===== config.mk =====
export PLATFORM = sky130hd
export DESIGN_NAME = alu_arbiter
export DESIGN_NICKNAME = d
export VERILOG_FILES = /design/src/rtl/alu_arbiter.sv
export SDC_FILE = /design/constraint.sdc
export NUM_CORES = 1
export LEC_CHECK = 0
export ABC_AREA = 1
export CORE_MARGIN = 2
export CORE_UTILIZATION = 24
export CTS_CLUSTER_SIZE = 24
export DETAILED_ROUTE_END_ITERATION = 12
export GPL_ROUTABILITY_DRIVEN = 0
export PLACE_DENSITY_LB_ADDON = 0.1
export SYNTH_ARGS = -nofsm -noshare
export SYNTH_HDL_FRONTEND = slang
export SYNTH_SLANG_ARGS = --single-unit

===== constraint.sdc =====
create_clock -name clk -period 1.12 [get_ports clk]
set_clock_uncertainty 0.2 [all_clocks]
set_input_delay 0.168 -clock clk [delete_from_list [all_inputs] [get_ports clk]]
set_output_delay 0.168 -clock clk [all_outputs]
set_load 0.01 [all_outputs]

===== src/rtl/alu_arbiter.sv =====
// Purpose: shares one combinational ALU between requester 0 (CPU) and requester 1 (aux/DMA).
// Latency: accept at edge N, operands on alu_* after N, result/flags captured at N+1, response pulse N+1..N+2.
// Backpressure: reqN_ready is high only for the granted requester in IDLE or RESP, never in EXEC.
//
// Ports:
//   clk, reset                  clock, synchronous active-high reset
//   reqN_valid/ready/op/a/b     requester N handshake and operation (N = 0, 1)
//   resp0_valid, resp1_valid    one-cycle response pulse for the owning requester
//   resp_result, resp_c/z/s     captured result and owner's flag register (held between pulses)
//   busy                        high while an op is in EXEC or RESP
//   alu_op/a/b                  registered operation driven to the ALU
//   alu_result, alu_c/z/s       ALU outputs
// Build option: define ALU_ARB_ROUND_ROBIN_EN for alternating tie-break; default is fixed
// priority with requester 0 winning every tie.
module alu_arbiter #(
   parameter int OP_W   = 4,
   parameter int DATA_W = 8
) (
   input  logic              clk,
   input  logic              reset,
   input  logic              req0_valid,
   output logic              req0_ready,
   input  logic [OP_W-1:0]   req0_op,
   input  logic [DATA_W-1:0] req0_a,
   input  logic [DATA_W-1:0] req0_b,
   input  logic              req1_valid,
   output logic              req1_ready,
   input  logic [OP_W-1:0]   req1_op,
   input  logic [DATA_W-1:0] req1_a,
   input  logic [DATA_W-1:0] req1_b,
   output logic              resp0_valid,
   output logic              resp1_valid,
   output logic [DATA_W-1:0] resp_result,
   output logic              resp_c,
   output logic              resp_z,
   output logic              resp_s,
   output logic              busy,
   output logic [OP_W-1:0]   alu_op,
   output logic [DATA_W-1:0] alu_a,
   output logic [DATA_W-1:0] alu_b,
   input  logic [DATA_W-1:0] alu_result,
   input  logic              alu_c,
   input  logic              alu_z,
   input  logic              alu_s
);

   localparam logic [OP_W-1:0] OP_ADD = OP_W'(0);
   localparam logic [OP_W-1:0] OP_SUB = OP_W'(1);

   typedef enum logic [1:0] {ST_IDLE, ST_EXEC, ST_RESP} state_t;

   state_t            state_q, state_d;
   logic [OP_W-1:0]   alu_op_q, alu_op_d;
   logic [DATA_W-1:0] alu_a_q, alu_a_d;
   logic [DATA_W-1:0] alu_b_q, alu_b_d;
   logic              owner_q, owner_d;
   logic              last_grant_q, last_grant_d;
   logic [2:0]        flags0_q, flags0_d;        // {c, z, s}
   logic [2:0]        flags1_q, flags1_d;
   logic              resp0_valid_q, resp0_valid_d;
   logic              resp1_valid_q, resp1_valid_d;
   logic [DATA_W-1:0] resp_result_q, resp_result_d;
   logic [2:0]        resp_czs_q, resp_czs_d;

   logic              can_accept;
   logic              accept;
   logic              grant;                     // 0 = requester 0, 1 = requester 1
   logic              tie_grant;
   logic [2:0]        owner_flags;

   // Grant selection; reset masks ready so no handshake is lost across a reset edge.
   always_comb begin
`ifdef ALU_ARB_ROUND_ROBIN_EN
      tie_grant = ~last_grant_q;
`else
      // last_grant is still tracked so the policy can be switched without retiming.
      tie_grant = last_grant_q & 1'b0;
`endif
      can_accept = !reset && ((state_q == ST_IDLE) || (state_q == ST_RESP));
      if (req0_valid && req1_valid) begin
         grant = tie_grant;
      end else begin
         grant = req1_valid;
      end
      accept = can_accept && (req0_valid || req1_valid);
   end

   always_comb begin
      state_d       = state_q;
      alu_op_d      = alu_op_q;
      alu_a_d       = alu_a_q;
      alu_b_d       = alu_b_q;
      owner_d       = owner_q;
      last_grant_d  = last_grant_q;
      flags0_d      = flags0_q;
      flags1_d      = flags1_q;
      resp0_valid_d = 1'b0;
      resp1_valid_d = 1'b0;
      resp_result_d = resp_result_q;
      resp_czs_d    = resp_czs_q;
      owner_flags   = owner_q ? flags1_q : flags0_q;

      case (state_q)
         ST_IDLE, ST_RESP: begin
            if (accept) begin
               state_d      = ST_EXEC;
               alu_op_d     = grant ? req1_op : req0_op;
               alu_a_d      = grant ? req1_a  : req0_a;
               alu_b_d      = grant ? req1_b  : req0_b;
               owner_d      = grant;
               last_grant_d = grant;
            end else begin
               state_d = ST_IDLE;
            end
         end
         ST_EXEC: begin
            // Only arithmetic ops update flags; everything else leaves the owner's flags alone.
            if ((alu_op_q == OP_ADD) || (alu_op_q == OP_SUB)) begin
               owner_flags = {alu_c, alu_z, alu_s};
            end
            if (owner_q) begin
               flags1_d = owner_flags;
            end else begin
               flags0_d = owner_flags;
            end
            state_d       = ST_RESP;
            resp_result_d = alu_result;
            resp_czs_d    = owner_flags;
            resp0_valid_d = !owner_q;
            resp1_valid_d = owner_q;
         end
         default: state_d = ST_IDLE;
      endcase
   end

   always_ff @(posedge clk) begin
      if (reset) begin
         state_q       <= ST_IDLE;
         alu_op_q      <= '0;
         alu_a_q       <= '0;
         alu_b_q       <= '0;
         owner_q       <= 1'b0;
         last_grant_q  <= 1'b1;
         flags0_q      <= 3'b000;
         flags1_q      <= 3'b000;
         resp0_valid_q <= 1'b0;
         resp1_valid_q <= 1'b0;
         resp_result_q <= '0;
         resp_czs_q    <= 3'b000;
      end else begin
         state_q       <= state_d;
         alu_op_q      <= alu_op_d;
         alu_a_q       <= alu_a_d;
         alu_b_q       <= alu_b_d;
         owner_q       <= owner_d;
         last_grant_q  <= last_grant_d;
         flags0_q      <= flags0_d;
         flags1_q      <= flags1_d;
         resp0_valid_q <= resp0_valid_d;
         resp1_valid_q <= resp1_valid_d;
         resp_result_q <= resp_result_d;
         resp_czs_q    <= resp_czs_d;
      end
   end

   assign req0_ready  = accept && !grant;
   assign req1_ready  = accept && grant;
   assign resp0_valid = resp0_valid_q;
   assign resp1_valid = resp1_valid_q;
   assign resp_result = resp_result_q;
   assign resp_c      = resp_czs_q[2];
   assign resp_z      = resp_czs_q[1];
   assign resp_s      = resp_czs_q[0];
   assign busy        = (state_q != ST_IDLE);
   assign alu_op      = alu_op_q;
   assign alu_a       = alu_a_q;
   assign alu_b       = alu_b_q;

endmodule


==> metrics.txt <==
dominant cells by area after synthesis dfxtp_1 (44%), nand2_1 (24%), nand3_1 (8.4%); drt drc 0; # H-tree levels 2; Leak Pwr 1.67 nW; Synth area leader dfxtp_1; Post-layout nets 461; Slowest cell on crit path dfxtp_2; via count 2153; Routed WL 6140 µm; Cell Area, Placed 0.00305 mm²; Ys Warns 0; post-synthesis cell count 291; clk_lat worst skew 0.29 ns; crit-path max cell delay 0.34 ns; share of layout cells above drive strength 1 37.1%; clk root buf clkbuf_8; Tot GR Track Use 14.3%; total grt overflow 0; fin crit period 1.44 ns; clock power share 35.1%; Starting DRT DRC Count 32; clock sink count 42; CP Capture Type flop; Worst Hold Class primary input to flop; Cell Chain, Critical Path nor2_4 > inv_2 > buf_6 > nor2_4 > buf_6 > nand2_1 > a21oi_2; TritonCTS Buffers 5; die area 0.00864 mm²; Crit path buffers/inverters 3; CP Max Fanout 6; outcome complete, but fails checks; synthesized area 0.00190 mm²; vias in the first global route 2105; Finished Layout Cells 509; largest net degree at the start of global routing 27; flops & latches, synth 42; final period utilization 128%; Netlist cell types 14; Crit path arrival time 1.46 ns; RSZ-0062 raised after global routing yes; Data required, critical path 1.15 ns; # Max-Cap Violations 0; first-pass GRT wire length 9740 µm; Die Span X 93.0 µm; Max Freq 0.697 GHz; core area 0.00769 mm²; vias per cell 4.23; failing checks negative setup slack; worst vdd ir 0.554 mV; hold buffers post-CTS 0; antenna viol nets, final 0; CTS clock-pin slew for the worst setup and hold paths 0.08 ns; final hold vios 0; Mapped Avg Cell Area 6.53 µm²; n_diodes 0; Initial Utilization 24.7%; Fill cells 779; sw frac 25.4%; top cell type's share of synthesized area 44.3%; Port Buffers 90; drt pass-1 iters 4; Max-slew headroom 81.7%; Internal Power 3.17 mW; placed insts 490; final max-slew violation count 0; Top delay family on crit path simple AND/OR/NAND/NOR gates; P per Cell Area 1180 mW/mm²; Setup Viol. Count Final 47; syn_nets 346; Std-Cell Rows 32; Slew @ Worst Pin 0.275 ns; CTS tree done; I/O pin cnt 91; design area 0.00359 mm²; Area Overhead vs Synth 89.1%; Avg WL per Cell 12.1 µm; CTS max path bufs 2; Logic pwr share 25.4%; crit start category flop; crit path kind flop to flop; Final WS setup -0.316 ns; Reg power frac 39.5%; Die Y 93.0 µm; initial antenna violation count 0; hpwl dp 4070 µm; register area share after synthesis 44.3%; Psw 1.08 mW
==> synthesized netlist by cell type <==
cell and number:
a21oi_1 21, buf_2 9, buf_4 2, clkbuf_1 4, clkbuf_2 1, dfxtp_1 42
inv_1 18, inv_2 2, nand2_1 120, nand3_1 32, nor2_1 28, nor2_4 3
o21ai_0 8, o21ai_2 1
==> routing by layer <==
layer / routed length [µm] / GRT usage, % / up-vias
met4: 69 / 3.43 / 0
met3: 402 / 4.23 / 6
met5: 0 / 0 / -
met1: 2640 / 16.6 / 947
li1: - / - / 1136
met2: 3030 / 25.6 / 64
==> stage by stage <==
step / setup slack (ns) / utilization (%) / setup TNS (ns) / power [mW] / hold WS (ns)
final: -0.316 / 46.7 / -8.84 / 4.25 / 0.268
after global routing: -0.387 / 46.7 / -12.95 / 4.45 / 0.282
after CTS: -0.312 / 45.0 / -8.84 / 4.23 / 0.273
after detailed placement: -0.844 / 39.7 / -34.47 / 2.58 / 0.255
after global placement: -0.842 / 39.7 / -33.88 / 2.58 / 0.250
after floorplan: -0.0144 / - / -0.148 / 2.08 / 0.131
==> timing repair <==
action                                  4_1_cts  5_1_grt
pin swaps                                     5        7
hold endpoints to repair                      0        0
endpoints found under the setup margin       78       77
resized for setup                           244       31
setup buffers                                 3        4
gates cloned                                  3        1
==> flip-flops by register name, summed over array words and instances (netlist names) <==
register	flops
alu_op	4
resp0_valid	1
alu_b	8
resp_czs_q	3
flags1_q	3
state_q	2
resp1_valid	1
alu_a	8
resp_result	8
flags0_q	3
owner_q	1
==> kinds of logic after synthesis <==
kind of cell           after synthesis  synth area share (%)
AO/OA/AOI/OAI                       30                  8.10
AND/OR/NAND/NOR                    183                  39.5
buffers and inverters               36                  8.17
flip-flops                          42                  44.3
==> cells in the final DEF, fill, tap and decap left out, types with 4 or more instances in the layout <==
master / Yosys / final
o21ai_0: 8 / 4
nor2_4: 3 / 6
buf_4: 2 / 19
nand3_1: 32 / 28
clkdlybuf4s50_1: 0 / 51
clkbuf_8: 0 / 6
o21ai_1: 0 / 4
nand2_1: 120 / 106
nor2_1: 28 / 24
a21oi_2: 0 / 9
a21oi_1: 21 / 12
dfxtp_1: 42 / 9
dfxtp_2: 0 / 31
buf_6: 0 / 42
inv_1: 18 / 15
nand2_2: 0 / 12
inv_2: 2 / 4
==> worst min-delay path: cells and delay by family <==
kind | cells | cell delay, ns
AND/OR/NAND/NOR | 1 | 0.04
AO/OA/AOI/OAI | 1 | 0.12
buffers and inverters | 1 | 0.40
==> worst paths after layout <==
kind                                  endpoint     startpoint  slack (ns)  cells past startpoint
worst max-delay path                  alu_b[3]     state_q[0]       -0.32                      7
worst min-delay path            resp_result[3]  alu_result[3]        0.27                      3
worst max register to register        alu_b[3]     state_q[0]       -0.32                      7
worst min register to register        alu_b[7]       alu_b[7]        0.27                      2
==> power groups by stage <==
stage	logic, mW	registers [mW]	clock network [mW]
floorplan	0.363	1.71	0
global placement	0.899	1.68	0
detailed placement	0.901	1.68	0
CTS	1.02	1.68	1.53
global route	1.18	1.69	1.58
finish	1.08	1.68	1.49
==> area by class of cell <==
class	count	area, µm²	area share [%]
Timing Repair Buffer	124	1300	36.3
Multi-Input combinational cell	213	1050	29.3
Sequential cell	42	887	24.7
Tap cell	102	128	3.55
Clock buffer	6	82.6	2.30
Inverter	20	80.1	2.23
Clock inverter	2	60.1	1.67
No activity file was read; power rests on OpenSTA's default activity.
